--- src/rtl/fetch_queue.sv ---
// fetch_queue: circular instruction fetch queue between the instruction bus and decode.
// Up to FETCH_WIDTH slots are pushed per cycle. Up to ISSUE_WIDTH slots are presented per cycle.
// Ports:
//   clk, resetn     clock; synchronous active-low reset (drops all entries)
//   flush           discard every entry on the next edge; beats a same-cycle push/pop
//   push_valid      thermometer slot valids of the incoming fetch group
//   push_pc         PC of slot 0; slot i gets push_pc + 4*i
//   push_inst       slot i at [i*INST_W +: INST_W]
//   push_ready      room for a full FETCH_WIDTH group (registered count only)
//   pop_valid       slot j valid when count > j
//   pop_pc/pop_inst entry head+j, read combinationally
//   pop_cnt         entries consumed by decode; clamped to count
//   count, empty    occupancy
module fetch_queue #(
  parameter int FETCH_WIDTH = 2,
  parameter int ISSUE_WIDTH = 2,
  parameter int DEPTH       = 16,
  parameter int ADDR_W      = 64,
  parameter int INST_W      = 32
) (
  input  logic                              clk,
  input  logic                              resetn,
  input  logic                              flush,
  input  logic [FETCH_WIDTH-1:0]            push_valid,
  input  logic [ADDR_W-1:0]                 push_pc,
  input  logic [FETCH_WIDTH*INST_W-1:0]     push_inst,
  output logic                              push_ready,
  output logic [ISSUE_WIDTH-1:0]            pop_valid,
  output logic [ISSUE_WIDTH*ADDR_W-1:0]     pop_pc,
  output logic [ISSUE_WIDTH*INST_W-1:0]     pop_inst,
  input  logic [$clog2(ISSUE_WIDTH+1)-1:0]  pop_cnt,
  output logic [$clog2(DEPTH+1)-1:0]        count,
  output logic                              empty
);

  localparam int PTR_W = $clog2(DEPTH);
  localparam int CNT_W = $clog2(DEPTH+1);
  localparam int N_W   = $clog2(FETCH_WIDTH+1);

  logic [ADDR_W-1:0] mem_pc   [DEPTH];
  logic [INST_W-1:0] mem_inst [DEPTH];

  logic [PTR_W-1:0] head;
  logic [PTR_W-1:0] tail;

  logic             push_fire;
  logic [N_W-1:0]   push_n;
  logic [N_W-1:0]   push_eff;
  logic [CNT_W-1:0] pop_req;
  logic [CNT_W-1:0] pop_eff;

  // Compare against a constant so the ready path needs no subtractor on count.
  assign push_ready = (count <= CNT_W'(DEPTH - FETCH_WIDTH));
  assign empty      = (count == '0);
  assign push_fire  = push_ready & push_valid[0];

  always_comb begin
    push_n = '0;
    for (int i = 0; i < FETCH_WIDTH; i++) begin
      push_n = push_n + N_W'(push_valid[i]);
    end
  end

  assign push_eff = push_fire ? push_n : '0;
  assign pop_req  = CNT_W'(pop_cnt);
  assign pop_eff  = (pop_req > count) ? count : pop_req;

  always_ff @(posedge clk) begin
    if (!resetn || flush) begin
      head  <= '0;
      tail  <= '0;
      count <= '0;
    end else begin
      head  <= head + PTR_W'(pop_eff);
      tail  <= tail + PTR_W'(push_eff);
      count <= count + CNT_W'(push_eff) - pop_eff;
    end
  end

  // Storage has no reset; only the pointers and count decide what is valid.
  always_ff @(posedge clk) begin
    if (resetn && !flush && push_fire) begin
      for (int i = 0; i < FETCH_WIDTH; i++) begin
        if (push_valid[i]) begin
          mem_pc[tail + PTR_W'(i)]   <= push_pc + ADDR_W'(4 * i);
          mem_inst[tail + PTR_W'(i)] <= push_inst[i*INST_W +: INST_W];
        end
      end
    end
  end

  always_comb begin
    pop_valid = '0;
    pop_pc    = '0;
    pop_inst  = '0;
    for (int j = 0; j < ISSUE_WIDTH; j++) begin
      pop_valid[j]                 = (count > CNT_W'(j));
      pop_pc[j*ADDR_W +: ADDR_W]   = mem_pc[head + PTR_W'(j)];
      pop_inst[j*INST_W +: INST_W] = mem_inst[head + PTR_W'(j)];
    end
  end

endmodule
--- config.mk ---
export PLATFORM = sky130hd
export DESIGN_NAME = fetch_queue
export DESIGN_NICKNAME = d
export VERILOG_FILES = /design/src/rtl/fetch_queue.sv
export SDC_FILE = /design/constraint.sdc
export NUM_CORES = 2
export LEC_CHECK = 0
export BUFFER_PORTS_ARGS = -buffer_cell sky130_fd_sc_hd__buf_2
export CAP_MARGIN = 25
export CORE_MARGIN = 8
export CORE_UTILIZATION = 41
export CTS_CLUSTER_SIZE = 24
export DETAILED_ROUTE_END_ITERATION = 12
export HOLD_SLACK_MARGIN = 0.03
export PLACE_DENSITY = 0.62
export SYNTH_ARGS = -nofsm -noshare
export SYNTH_HDL_FRONTEND = slang
export SYNTH_SLANG_ARGS = --single-unit
--- constraint.sdc ---
create_clock -name clk -period 8.7 [get_ports clk]
set_input_delay 1.305 -clock clk [delete_from_list [all_inputs] [get_ports clk]]
set_output_delay 1.305 -clock clk [all_outputs]
set_load 0.005 [all_outputs]
==> results.yml <==
status:
  outcome: "completed"
drt:
  drc: 0
  vias: 69200
  drtAntennaViolNets: 0
  drt-initial-drc-count: 9875
  wl_mm: 356
  vias_per_cell: 6.28
  drtPass1Iterations: 11
  wire_per_inst_um: 32.3
yosys:
  synth_ff_type: "edfxtp_1"
  netlist_area_um2: 93200
  synth_edf_count: 1536
  ys_ff_latch: 1549
  syn_inst: 7925
  synth_nets: 8079
  yosysUniqueCellTypes: 56
  syn_avg_cell_area_um2: 11.8
  async_flop_share_pct: 0
  yosys_warnings: 0
  yosysSeqAreaShare_pct: 49.8
global_route:
  grt_pass1_vias: 67400
  grt_pass1_wl_mm: 498
  grt_usage_pct: 28.3
  grt_max_degree: 161
  antenna_found_initial: 68
  grt_overflow: 0
pwr:
  vdd_drop_max_mv: 0.230
  leakagePower_uw: 0.0351
  pwr-share-comb_pct: 27.6
  p_per_area_nw_per_um2: 212
  p_clk_share_pct: 34.2
  switching_share_pct: 30.1
  seqPwrFrac_pct: 38.2
  p_sw_uw: 6610
  p_int_uw: 15400
clock_network:
  clockRootBuffer: "clkbuf_16"
  cts_tree: "yes"
  cts-buffers-inserted: 175
  cts_max_path_buffers: 3
  clk_pin_slew_ps: 60
  htreeDepth: 4
  postCtsSetupRepairBufs: 0
  cts-resized-gates: 0
  cts_hold_buffers: 0
  worstSkewPairLatency_ps: 850
  cts_sinks: 1549
finish:
  utilization_pct: 45.7
  area_growth_pct: 11.1
  multiInputGateArea_um2: 44000
  fillCellCount: 20200
  fin_nets: 7980
  seq_area_um2: 46400
  layout-drive-gt1-share_pct: 20.7
timing:
  setup_ws_ps: 2160
  fin_crit_sh_pct: 75.2
  slew_violations: 0
  timing.final.hold_violations: 0
  setup-violations-final: 0
  fmax_mhz: 153
  fin_crit_ps: 6540
  worst_clock_skew_ps: 42.0
  worstMarginPinSlew_ps: 1220
  tns_ps: 0
  rsz0062_at_grt: "no"
  relSlewSlack_pct: 18.8
flow_run:
  cap_violations: 0
critical_path:
  path_max_fanout: 63
  worstReg2RegStart: "count[1]"
  worstPathRequired_ps: 7390
  r2r_slack_ps: 4090
  crit_chain: "buf_4, nor2b_4, buf_4, buf_4, a221oi_1, o21ai_0, nand2_1, buf_2"
  end_kind: "output port"
  cp_slowest_cell: "buf_4"
  cpMostUsedCell: "buf_4"
  start_kind: "flip-flop"
  arrival_ps: 5240
  r2r-end: "mem_inst[15][11]"
  slowest_delay_ps: 880
  ff2ff_path_depth: 7
  worstSetupPathType: "reg -> out"
die:
  die_w_um: 493
  core_um2: 227000
  initial_core_util_pct: 41.1
  dieArea_um2: 243000
  rows: 175
  io-pin-count: 336
  fp.dieH_um: 493
placement:
  place.gp.congestion: 0.859
  hpwlAfterDp_mm: 203
  place_ws_ps: 3250
  io_buffer_count: 335
hold_path:
  hold_start: "count[3]"
  hp-class: "reg -> reg"
  hold_end: "count[4]"
  min_delay_path_depth: 3
-- cell usage after synthesis (2+ instances only) --
library cell / instances / share of area, %
fa_1: 4 / 0.086
edfxtp_1: 1536 / 50
a221oi_1: 96 / 0.90
clkbuf_2: 4 / 0.021
nand3_1: 59 / 0.32
inv_2: 2 / 0.0081
nand2_1: 2108 / 8.5
a21o_1: 4 / 0.032
xor2_1: 592 / 5.6
ha_1: 15 / 0.20
or3_1: 3 / 0.020
nand3b_1: 4 / 0.032
nor4_4: 11 / 0.25
nand4b_1: 5 / 0.047
and3_1: 12 / 0.081
mux2_2: 97 / 1.2
and2_1: 9 / 0.060
nand2b_1: 5 / 0.034
nand4bb_1: 4 / 0.048
buf_4: 9 / 0.073
buf_2: 149 / 0.80
nand4_1: 43 / 0.29
buf_1: 153 / 0.62
and4_1: 7 / 0.066
nand4_2: 11 / 0.15
xnor2_1: 394 / 3.7
a22oi_1: 96 / 0.77
o21ai_0: 199 / 1.1
nor4_2: 16 / 0.21
nor2_1: 583 / 2.3
nor3b_1: 3 / 0.024
inv_1: 15 / 0.060
clkbuf_1: 484 / 2.0
mux4_2: 672 / 16
nor3_1: 45 / 0.24
nor2b_1: 5 / 0.034
nand3_2: 2 / 0.021
nor4_1: 49 / 0.33
a21oi_1: 102 / 0.55
mux2i_1: 288 / 3.1
dfxtp_1: 13 / 0.28
or4_1: 2 / 0.016
or2_2: 2 / 0.013
-- critical path: cells and delay by family, from the launching register on --
family / cells / cell delay [ps]
AOI/OAI and AO/OA: 2 / 510
and+or+nand+nor: 2 / 530
DFF: 1 / 720
buffers and inverters: 4 / 2470
-- flip-flops by register name, indices dropped and copies added (netlist names) --
name and count:
head 4, mem_inst 512, mem_pc 1024, count 5, tail 4
-- area by class of cell --
class	instances	area share, %
clock buffers	213	4.43
clock inverters	115	1.05
well taps	3009	3.64
diodes	36	0.0871
multi-input cells	5559	42.5
flip-flops and latches	1549	44.8
repair buffers	524	3.38
inverters	17	0.0617
-- cells by family after synthesis --
family                   share of synthesized area, %
multiplexers                                     20.5
adder cells (fa/ha/maj)                         0.287
other                                         0.00403
AO/OA/AOI/OAI                                    3.33
XOR/XNOR                                         9.27
buffers and inverters                            3.54
AND/OR/NAND/NOR                                  13.3
flip-flops                                       49.8
-- layout by cell type, fill, tap and decap left out, drive strengths merged, types with 46 or more instances in the layout --
cell and n:
mux2i 288, xor2 592, edfxtp 1536, xnor2 394, nand4 54, o21ai 199, nor3 46, clkinv 78
a22oi 96, a21oi 102, nor2 584, a221oi 96, nand3 61, nand2 2108, mux4 672, mux2 97
clkbuf 214, buf 523, nor4 76
-- power groups by stage --
| stage | clock network (µW) | registers (µW) | logic (µW) |
|---|---|---|---|
| 4_1_cts | 7560 | 8380 | 6030 |
| 2_1_floorplan | 0 | 8460 | 4100 |
| 5_1_grt | 7800 | 8380 | 6400 |
| 6_report | 7520 | 8380 | 6060 |
| 3_5_place_dp | 0 | 8540 | 6010 |
| 3_3_place_gp | 0 | 8530 | 5950 |
-- routing by layer --
metal	GRT usage (%)	routed length [µm]	up-vias	share of wire [%]
met3	7.29	44800	1091	13
met2	43.9	159000	4946	45
met5	0	217	-	0.061
li1	-	-	28300	-
met1	36.4	129000	34900	36
met4	15.9	23000	32	6.5
-- worst max path at each step --
stage               start              to  slack, ps  cells past startpoint
2_1_floorplan       flush  mem_inst[8][0]       1810                      4
3_3_place_gp      head[2]      pop_pc[60]       3310                      8
3_5_place_dp   push_pc[4]  mem_pc[14][63]       3250                      6
4_1_cts           head[2]      pop_pc[60]       2340                      8
5_1_grt           head[2]      pop_pc[49]       2230                      8
6_report          head[2]      pop_pc[60]       2160                      8
-- stage by stage --
step                      hold slack, ps  power, µW  instances  area [µm²]
after floorplan                      578      12600       7925       93200
after global placement               688      14500      10600       97300
after detailed placement             679      14500      10600       97400
after CTS                            692      22000      11000      103000
after global routing                 764      22600      11000      103000
final                                689      22000      11000      103000
Power figures use the tool's default switching activity.
